==> config.mk <==
export PLATFORM = sky130hd
export DESIGN_NAME = mpu6050_sampler
export DESIGN_NICKNAME = d
export VERILOG_FILES = /design/src/rtl/mpu6050_sampler.sv
export SDC_FILE = /design/constraint.sdc
export NUM_CORES = 1
export LEC_CHECK = 0
export CORE_MARGIN = 2
export CORE_UTILIZATION = 45
export CTS_BUF_LIST = sky130_fd_sc_hd__clkbuf_16
export CTS_CLUSTER_DIAMETER = 100
export DETAILED_ROUTE_END_ITERATION = 10
export GPL_TIMING_DRIVEN = 0
export HOLD_SLACK_MARGIN = 0.1
export PLACE_DENSITY_LB_ADDON = 0.12
export SYNTH_ARGS = -nofsm -noshare
export SYNTH_HDL_FRONTEND = slang
export SYNTH_SLANG_ARGS = --single-unit
==> constraint.sdc <==
create_clock -name clk -period 4.1 [get_ports clk]
set_input_delay 0.615 -clock clk [delete_from_list [all_inputs] [get_ports clk]]
set_output_delay 0.615 -clock clk [all_outputs]
set_load 0.05 [all_outputs]
==> src/rtl/mpu6050_sampler.sv <==
// mpu6050_sampler
//   I2C master for an MPU6050 accelerometer. After reset it wakes the device
//   once by writing PWR_MGMT_1 (0x6B) = 0x00. It then burst-reads
//   ACCEL_XOUT_H..ACCEL_ZOUT_L (0x3B..0x40) on every enabled sample tick and
//   presents the three signed axes with a one-cycle data_valid strobe.
//
// Ports
//   clk, rst     system clock, synchronous active-high reset
//   enable       gates sample ticks; the wake write runs regardless
//   sda_i        SDA pad input (the only bus input; no clock stretching)
//   scl_oe       1 = pull SCL low, 0 = release
//   sda_oe       1 = pull SDA low, 0 = release
//   data_valid   one-cycle strobe, ax/ay/az carry a new sample
//   ax, ay, az   signed 16-bit big-endian register pairs
//   init_done    sticky, set after a fully ACKed wake write
//   busy         high from START through the last STOP quarter
//   ack_error    one-cycle pulse on a NACK of an address or write byte
//   overrun      one-cycle pulse when an enabled tick lands while busy
//
// Output protocol: data_valid is a push-only strobe with no ready. The
// consumer must capture ax/ay/az in the cycle data_valid is high; the values
// then hold until the next successful read.
//
// Bus timing: every bit is four quarters of QTR clocks. scl_oe/sda_oe are
// registered from the current quarter position, so the pads follow the
// sequencer by one clock; this lag is uniform and keeps all edges ordered.
module mpu6050_sampler #(
  parameter int         CLK_FREQ_HZ    = 50_000_000,
  parameter int         I2C_FREQ_HZ    = 400_000,
  parameter int         SAMPLE_RATE_HZ = 50,
  parameter logic [6:0] DEV_ADDR       = 7'h68
) (
  input  logic               clk,
  input  logic               rst,
  input  logic               enable,
  input  logic               sda_i,
  output logic               scl_oe,
  output logic               sda_oe,
  output logic               data_valid,
  output logic signed [15:0] ax,
  output logic signed [15:0] ay,
  output logic signed [15:0] az,
  output logic               init_done,
  output logic               busy,
  output logic               ack_error,
  output logic               overrun
);

  localparam int QTR_RAW    = CLK_FREQ_HZ / (4 * I2C_FREQ_HZ);
  localparam int QTR        = (QTR_RAW < 1) ? 1 : QTR_RAW;
  localparam int DIV_RAW    = CLK_FREQ_HZ / SAMPLE_RATE_HZ;
  localparam int SAMPLE_DIV = (DIV_RAW < 1) ? 1 : DIV_RAW;
  localparam int QW         = (QTR > 1) ? $clog2(QTR) : 1;
  localparam int TW         = (SAMPLE_DIV > 1) ? $clog2(SAMPLE_DIV) : 1;

  localparam logic [7:0] ADDR_WR = {DEV_ADDR, 1'b0};
  localparam logic [7:0] ADDR_RD = {DEV_ADDR, 1'b1};

  typedef enum logic [3:0] {
    INIT_WR, IDLE, RD_ADDR, RD_PTR, RSTART, RD_DEV, RD_BYTES, STOP, DONE
  } state_t;

  typedef enum logic [2:0] {
    OP_NONE, OP_START, OP_SR, OP_STOP, OP_WR, OP_RD
  } op_t;

  state_t        state;
  logic [1:0]    step;       // sub-step inside INIT_WR / RD_ADDR
  logic [QW-1:0] qcnt;       // clock within the current quarter
  logic [1:0]    qtr;        // quarter within the current bit
  logic [3:0]    bitn;       // 0..7 data bits, 8 = ACK bit
  logic [2:0]    byte_idx;   // read byte 0..5
  logic [7:0]    shreg;
  logic [47:0]   rd_buf;
  logic          nack_seen;  // ACK bit of the last write byte was high
  logic          nack_flag;  // current STOP closes a failed transaction
  logic          from_init;  // current STOP closes the wake write
  logic          init_req;   // wake write pending right after reset
  logic [TW-1:0] tick_cnt;

  op_t        op;
  logic [7:0] wbyte;
  logic       scl_d, sda_d;
  logic       q_last, sample, op_end, tick, wr_nack;

  // Which bus operation the current state/step performs.
  always_comb begin
    op    = OP_NONE;
    wbyte = 8'h00;
    case (state)
      INIT_WR: begin
        case (step)
          2'd0:    op = OP_START;
          2'd1:    begin op = OP_WR; wbyte = ADDR_WR; end
          2'd2:    begin op = OP_WR; wbyte = 8'h6B;   end
          default: begin op = OP_WR; wbyte = 8'h00;   end
        endcase
      end
      RD_ADDR: begin
        if (step == 2'd0) op = OP_START;
        else begin op = OP_WR; wbyte = ADDR_WR; end
      end
      RD_PTR:   begin op = OP_WR; wbyte = 8'h3B; end
      RSTART:   op = OP_SR;
      RD_DEV:   begin op = OP_WR; wbyte = ADDR_RD; end
      RD_BYTES: op = OP_RD;
      STOP:     op = OP_STOP;
      default:  op = OP_NONE;
    endcase
  end

  // Pad levels per quarter (1 = pull low).
  always_comb begin
    scl_d = 1'b0;
    sda_d = 1'b0;
    case (op)
      OP_START: begin scl_d = (qtr == 2'd3); sda_d = (qtr != 2'd0); end
      OP_SR:    begin scl_d = (qtr == 2'd0) || (qtr == 2'd3); sda_d = (qtr >= 2'd2); end
      OP_STOP:  begin scl_d = (qtr == 2'd0); sda_d = (qtr <= 2'd1); end
      OP_WR: begin
        scl_d = (qtr == 2'd0) || (qtr == 2'd3);
        sda_d = (bitn < 4'd8) ? ~wbyte[3'(4'd7 - bitn)] : 1'b0;
      end
      OP_RD: begin
        scl_d = (qtr == 2'd0) || (qtr == 2'd3);
        // master ACKs bytes 0-4 and NACKs the last one
        sda_d = (bitn == 4'd8) && (byte_idx != 3'd5);
      end
      default: begin scl_d = 1'b0; sda_d = 1'b0; end
    endcase
  end

  assign q_last  = (qcnt == QW'(QTR - 1));
  assign sample  = (op == OP_WR || op == OP_RD) && (qtr == 2'd2) && q_last;
  assign op_end  = (op != OP_NONE) && q_last && (qtr == 2'd3) &&
                   ((op != OP_WR && op != OP_RD) || bitn == 4'd8);
  assign tick    = (tick_cnt == TW'(SAMPLE_DIV - 1));
  assign wr_nack = op_end && (op == OP_WR) && nack_seen;

  always_ff @(posedge clk) begin
    if (rst) begin
      state      <= IDLE;
      step       <= 2'd0;
      qcnt       <= '0;
      qtr        <= 2'd0;
      bitn       <= 4'd0;
      byte_idx   <= 3'd0;
      shreg      <= 8'h00;
      rd_buf     <= 48'h0;
      nack_seen  <= 1'b0;
      nack_flag  <= 1'b0;
      from_init  <= 1'b0;
      init_req   <= 1'b1;
      tick_cnt   <= '0;
      scl_oe     <= 1'b0;
      sda_oe     <= 1'b0;
      data_valid <= 1'b0;
      ax         <= '0;
      ay         <= '0;
      az         <= '0;
      init_done  <= 1'b0;
      busy       <= 1'b0;
      ack_error  <= 1'b0;
      overrun    <= 1'b0;
    end else begin
      data_valid <= 1'b0;
      ack_error  <= 1'b0;
      overrun    <= tick && enable && busy;
      scl_oe     <= scl_d;
      sda_oe     <= sda_d;
      tick_cnt   <= tick ? '0 : tick_cnt + 1'b1;

      // Quarter/bit engine; counters wrap to zero exactly at op_end.
      if (op != OP_NONE) begin
        if (q_last) begin
          qcnt <= '0;
          qtr  <= qtr + 2'd1;
          if (qtr == 2'd3 && (op == OP_WR || op == OP_RD))
            bitn <= (bitn == 4'd8) ? 4'd0 : bitn + 4'd1;
        end else begin
          qcnt <= qcnt + 1'b1;
        end
        if (sample) begin
          if (bitn < 4'd8)       shreg     <= {shreg[6:0], sda_i};
          else if (op == OP_WR)  nack_seen <= sda_i;
        end
      end

      if (wr_nack) begin
        ack_error <= 1'b1;
        nack_flag <= 1'b1;
        state     <= STOP;
      end else begin
        case (state)
          IDLE: begin
            if (!init_done) begin
              // wake write: immediately after reset, else retried on a tick
              if (init_req || tick) begin
                state    <= INIT_WR;
                step     <= 2'd0;
                busy     <= 1'b1;
                init_req <= 1'b0;
              end
            end else if (tick && enable) begin
              state <= RD_ADDR;
              step  <= 2'd0;
              busy  <= 1'b1;
            end
          end
          INIT_WR: if (op_end) begin
            if (step == 2'd3) begin
              state     <= STOP;
              from_init <= 1'b1;
            end else begin
              step <= step + 2'd1;
            end
          end
          RD_ADDR: if (op_end) begin
            if (step == 2'd0) step <= 2'd1;
            else              state <= RD_PTR;
          end
          RD_PTR: if (op_end) state <= RSTART;
          RSTART: if (op_end) state <= RD_DEV;
          RD_DEV: if (op_end) begin
            state    <= RD_BYTES;
            byte_idx <= 3'd0;
          end
          RD_BYTES: if (op_end) begin
            rd_buf <= {rd_buf[39:0], shreg};
            if (byte_idx == 3'd5) state <= STOP;
            else                  byte_idx <= byte_idx + 3'd1;
          end
          STOP: if (op_end) begin
            busy      <= 1'b0;
            nack_flag <= 1'b0;
            from_init <= 1'b0;
            if (nack_flag) begin
              state <= IDLE;
            end else if (from_init) begin
              init_done <= 1'b1;
              state     <= IDLE;
            end else begin
              state <= DONE;
            end
          end
          DONE: begin
            data_valid <= 1'b1;
            ax         <= $signed(rd_buf[47:32]);
            ay         <= $signed(rd_buf[31:16]);
            az         <= $signed(rd_buf[15:0]);
            state      <= IDLE;
          end
          default: state <= IDLE;
        endcase
      end
    end
  end

endmodule

==> results.toml, run 1 <==
[timing]
hold_viol = 0
fin_skew_ps = 7.66
rsz0062_at_grt = "false"
fin_setup_tns_ps = 0
whs_ps = 453
finalSetupViolCount = 0
post-route-min-period_ps = 3190
clock.fmax_mhz = 314
worst_slew_pin_slew_ps = 1010
finalWorstSetupSlack_ps = 914
drv_slew = 0
finalCritPeriodShare = 0.777
slew_headroom = 0.310

[setup_path]
r2r-start = "step[0]"
slowest_delay_ps = 590
timing.rr.end = "rd_buf[29]"
worstRegToRegCells = 10
crit_arrival_ps = 3530
worstPathMaxFanout = 10
reg2reg_slack_ps = 910
timing.critical_path.cells = "inv_1 -> ha_1 -> or2_2 -> a21o_1 -> a211oi_2 -> or3_1 -> buf_2 -> buf_1 -> nand2_1 -> a21oi_1"
cp.required_ps = 4450
critPathLaunchType = "flip-flop"
crit_buf_inv = 3
slowest_stage = "a211oi_2"
path_depth = 10
critical_path_class = "reg2reg"
crit_family = "compound AO/OA/AOI/OAI gates"
end_kind = "flip-flop"

[clock_tree]
clockRootBuffer = "clkbuf_16"
clockBufferDepth = 2
clkTransAtPathRegs_ps = 60
cts_made_buffers = 17
holdBufCountCts = 0
htree_levels = 4
postCtsSetupRepairBufs = 0
cts_tree = "yes"
cts_sinks = 155
clk_latency_ps = 430
cts-resized-gates = 0

[routing]
via_per_inst = 5.31
wl_met2_um = 7390
wl_met3_um = 725
drc = 0
vias = 5615
ant_nets = 0
wl_met1_um = 7400
wl_per_cell_um = 14.9
drt_iter0_drc = 370
wirelength_um = 15800
firstDrtPassIters = 5
dr.max_layer_used = "met4"

[layout]
multi_input_area_um2 = 3000
n_fill_cell = 1306
drive_above_1_share = 0.0467
area_growth_pct = 21.8
fin_nets = 884
antennaDiodeCount = 0
final_util = 0.559
area.sequential_um2 = 3100

[yosys]
synth-compound-area-share = 0.140
yosysSeqAreaShare = 0.489
post_synth_num_cell_types = 57
syn_nets = 807
ys_ff_latch = 155
synth_flop_cell = "dfxtp_1"
ys_warn_count = 0
synth_top_cell_by_area = "dfxtp_1"
syn_area_per_cell_um2 = 8.04
synth_cells = 789
synth_xor_area_frac = 0.0332
synth_top_area_frac = 0.489
synth_top_family_by_area = "simple AND/OR/NAND/NOR gates"
synthArstFlopShare = 0
yosys.area_share.simple = 0.252
synth-edff-count = 0
synth_area_leaders = "dfxtp_1, nand2_1, a21oi_1, nor2_1, ha_1"
synth_fa_ha_area_frac = 0.0276
synth_mux_area_frac = 0.0205
synth_area_um2 = 6340

[place]
finalWeightedCongestion = 0.944
hpwl_um = 11400
post-place-ws_ps = 938
numPortBuffers = 58

[pwr]
swShare = 0.283
static-leakage-power_nw = 2.63
power_switching_mw = 1.06
clock_power_share = 0.415
intPower_mw = 2.70
powerDensity_nw_per_um2 = 487
ir_worst_vdd_uv = 302
combPwrFrac = 0.166
p_seq_frac = 0.418

[floorplan]
start_util = 0.459
ioPinCount = 59
core_area_um2 = 13800
rows = 43
die_w_um = 123
die-area_um2 = 15100
die_height_um = 123

[min_path]
holdPathStages = 2
worstHoldPathType = "reg2reg"
whs_endpoint = "ax[4]"
min_from = "ax[4]"

[grt]
grt_max_degree = 17
grt_pass1_wl_um = 25400
grt_use_total = 0.217
antenna_found_initial = 0
overflow = 0
grt_pass1_vias = 5220

[run_status]
status = "complete, no violations"

[job]
maxCapViolCount = 0
==> worst max path at each step <==
stage | start | end | slack, ps
6_report | step[0] | rd_buf[29] | 910
3_5_place_dp | step[0] | rd_buf[29] | 940
4_1_cts | step[0] | rd_buf[29] | 910
5_1_grt | step[0] | rd_buf[29] | 670
3_3_place_gp | step[0] | rd_buf[28] | 1010
2_1_floorplan | step[0] | rd_buf[26] | 1630
==> power by group through the flow <==
stage	combinational [mW]	clock, mW	sequential [mW]
finish	0.626	1.56	1.57
global route	0.682	1.66	1.58
CTS	0.614	1.58	1.57
detailed placement	0.611	0	1.61
global placement	0.605	0	1.60
floorplan	0.424	0	1.63
==> flip-flops by register name, indices dropped and copies added, names as in the netlist, 2 cells and up <==
signal / cells
ax: 16
ay: 16
az: 16
bitn: 4
byte_idx: 3
qcnt: 5
qtr: 2
rd_buf: 48
shreg: 8
state: 4
step: 2
tick_cnt: 20
==> per-layer routing <==
layer / GRT usage / vias to the layer above
met4: 0.0726 / 0
met3: 0.0544 / 24
met2: 0.345 / 130
met1: 0.288 / 2662
met5: 0 / -
li1: - / 2799
==> through the flow <==
stage	total power [mW]	instances	cell area, um2
after CTS	3.77	1058	7720
final	3.76	1058	7720
after floorplan	2.05	789	6340
after detailed placement	2.22	1027	7150
after global routing	3.91	1058	7720
after global placement	2.21	1027	7150
==> worst min-delay path, delay by kind of cell, from the launching register on <==
family | cells | cell delay, ps
AOI/OAI and AO/OA | 1 | 50
DFF | 1 | 310
and+or+nand+nor | 1 | 50
==> synth_stat cells (5+ instances only) <==
library cell and instances:
nand3_1 12, nor3_1 10, xor2_1 12, or3_1 5
mux2i_1 13, clkbuf_1 36, inv_1 15, dfxtp_1 155
xnor2_1 12, ha_1 14, a21oi_1 116, nand2_1 220
nor2b_1 5, nand4_1 9, nor2_1 66, o21ai_0 11
==> area by class of cell <==
class / instances / area share
Timing Repair Buffer: 58 / 0.0752
Multi-Input combinational cell: 574 / 0.389
Tap cell: 180 / 0.0292
Clock inverter: 14 / 0.0198
Sequential cell: 155 / 0.402
Inverter: 15 / 0.00729
Buffer: 45 / 0.0230
Clock buffer: 17 / 0.0551
==> cells by family (layout without fill, tap and decap cells) <==
family,count (synthesis),count (layout)
mux,13,13
xor+xnor,24,24
buf+inv,60,149
compound gates,158,158
fa+ha+maj,14,14
flops,155,155
simple gates,365,365
==> cells in the final DEF (no fill, tap or decap), types with 4 or more instances in the layout <==
cell type | netlist | routed
nand2_1 | 220 | 220
dfxtp_1 | 155 | 155
a21oi_1 | 116 | 116
nor2_1 | 66 | 66
clkdlybuf4s50_1 | 0 | 58
clkbuf_1 | 36 | 36
clkbuf_16 | 0 | 17
inv_1 | 15 | 15
ha_1 | 14 | 14
mux2i_1 | 13 | 13
xor2_1 | 12 | 12
nand3_1 | 12 | 12
xnor2_1 | 12 | 12
o21ai_0 | 11 | 11
nor3_1 | 10 | 10
nand4_1 | 9 | 9
nor2b_1 | 5 | 5
or3_1 | 5 | 5
buf_2 | 4 | 4
buf_1 | 4 | 4
nand2b_1 | 4 | 4
a211oi_1 | 4 | 4
or4_1 | 4 | 4
o21a_1 | 4 | 4
and3_1 | 4 | 4
clkinv_1 | 0 | 4
(Power assumes the default switching activity.)
==> inputs of run 2 (changes only) <==
clock period = 3 ns   (was 4.1 ns; I/O delays follow)
==> run 2 against run 1 <==
Cell count increased by 0.19%. Register-to-register slack got worse by 760 ps. Hold slack about the same. Die area unchanged. Global-route usage about the same. Clock skew about the same.
==> results.toml, run 2 (synthesized netlist as in run 1, its figures left out) <==
[setup_path]
end_kind = "flip-flop"
timing.critical_path.cells = "inv_1 -> ha_1 -> or2_2 -> a21o_1 -> a211oi_4 -> or3_1 -> buf_2 -> buf_2 -> nand2_1 -> a21oi_1"
slowest_delay_ps = 420
worstPathMaxFanout = 10
startpoint = "step[0]"
crit_path_frequent_cell = "buf_2"
crit_arrival_ps = 3200
crit_end = "rd_buf[29]"
cp.required_ps = 3350
slowest_stage = "a211oi_4"
crit_family = "compound AO/OA/AOI/OAI gates"
critical_path_class = "reg2reg"
critPathLaunchType = "flip-flop"
reg2reg_slack_ps = 150
worstRegToRegCells = 10
crit_buf_inv = 3
r2r-start = "step[0]"
path_depth = 10
timing.rr.end = "rd_buf[29]"

[grt]
grt_pass1_wl_um = 25400
grt_max_degree = 17
grt_use_total = 0.217
grt_pass1_vias = 5236
antenna_found_initial = 0
overflow = 0

[place]
numPortBuffers = 58
post-place-ws_ps = -162
post_dp_cell_area_um2 = 7150
hpwl_um = 11400
finalWeightedCongestion = 0.944

[pwr]
total_power_mw = 5.20
p_seq_frac = 0.414
intPower_mw = 3.72
ir_worst_vdd_uv = 415
swShare = 0.284
combPwrFrac = 0.175
power_switching_mw = 1.48
powerDensity_nw_per_um2 = 668
clock_power_share = 0.412
static-leakage-power_nw = 2.65

[timing]
rsz0062_at_grt = "true"
slew_headroom = 0.517
post-route-min-period_ps = 2850
clock.fmax_mhz = 351
fin_skew_ps = 8.13
finalCritPeriodShare = 0.950
worst_slew_pin_slew_ps = 722
finalWorstSetupSlack_ps = 149
drv_slew = 0
finalSetupViolCount = 0
whs_ps = 453
hold_viol = 0

[layout]
area_growth_pct = 22.9
area.sequential_um2 = 3100
n_fill_cell = 1301
antennaDiodeCount = 0
regMostFlops = "rd_buf"
fin_nets = 886
final_area_um2 = 7790
reg_top3 = "rd_buf: 48 flops, tick_cnt: 20 flops"
drive_above_1_share = 0.0545
final_common_cell = "nand2_1"
largest_register_ffs = 48
final_cell_mix = "nand2_1, dfxtp_1, a21oi_1"
multi_input_area_um2 = 3050

[job]
maxCapViolCount = 0

[clock_tree]
cts_sinks = 155
holdBufCountCts = 0
htree_levels = 4
clkTransAtPathRegs_ps = 60
cts_made_buffers = 17
clockRootBuffer = "clkbuf_16"
clk_latency_ps = 430
cts_tree = "yes"
clockBufferDepth = 2

[floorplan]
die_w_um = 123
die-area_um2 = 15100
rows = 43
die_height_um = 123
core_area_um2 = 13800
ioPinCount = 59
start_util = 0.459

[routing]
drt_iter0_drc = 319
ant_nets = 0
firstDrtPassIters = 5
wl_per_cell_um = 14.9
wirelength_um = 15800
via_per_inst = 5.31
vias = 5625
drc = 0

[min_path]
worstHoldPathType = "reg2reg"

[run_status]
status = "complete, no violations"
==> run 2: cell types whose count changed in the layout (fill, tap and decap cells not counted), moves of 2 or more <==
cell / delta
buf_1: -2
nor4b_4: +2
nor4b_2: -2
buf_4: +2
clkbuf_2: +2
==> run 2: per-layer routing <==
metal  wire length, um  up-vias  track usage
met1              7440     2667        0.287
met3               666       29       0.0553
li1                  -     2801            -
met2              7330      128        0.342
met5                 0        -            0
met4               323        0       0.0805
==> run 2: power by group through the flow <==
stage               logic [mW]  registers, mW  clock network, mW
detailed placement       0.835           2.19                  0
CTS                      0.850           2.15               2.17
global route             0.988           2.16               2.26
finish                   0.908           2.15               2.14
floorplan                0.579           2.23                  0
global placement         0.827           2.19                  0
==> run 2: worst min-delay path: stages (launching register included) <==
cell and delay, ps:
dfxtp_1 310, nand2_1 50, a21oi_1 50
==> run 2: what timing repair did <==
action                     in CTS  in global routing
gates cloned                    0                  0
setup endpoints to repair      22                 52
pin swaps                       0                  1
buffers inserted                0                  2
resized for setup               2                  9
==> run 2: final cells by class <==
type / instances / area share
Clock inverter: 14 / 0.0196
Inverter: 15 / 0.00723
Buffer: 45 / 0.0233
Sequential cell: 155 / 0.398
Clock buffer: 17 / 0.0546
Timing Repair Buffer: 60 / 0.0765
Tap cell: 180 / 0.0289
Multi-Input combinational cell: 574 / 0.391
==> run 2: metrics by stage <==
| step | setup TNS, ps | utilization | instances |
|---|---|---|---|
| floorplan | 0 | - | 789 |
| global placement | -1700 | 0.517 | 1027 |
| detailed placement | -2110 | 0.517 | 1027 |
| CTS | 0 | 0.559 | 1058 |
| global route | -0.871 | 0.563 | 1060 |
| finish | 0 | 0.563 | 1060 |
==> run 2: how the worst min path moves through the flow <==
stage | startpoint | to | cells past startpoint
floorplan | tick_cnt[0] | tick_cnt[0] | 1
global placement | ax[11] | ax[11] | 2
detailed placement | ax[4] | ax[4] | 2
CTS | ax[4] | ax[4] | 2
global route | ax[9] | ax[9] | 2
finish | ax[4] | ax[4] | 2
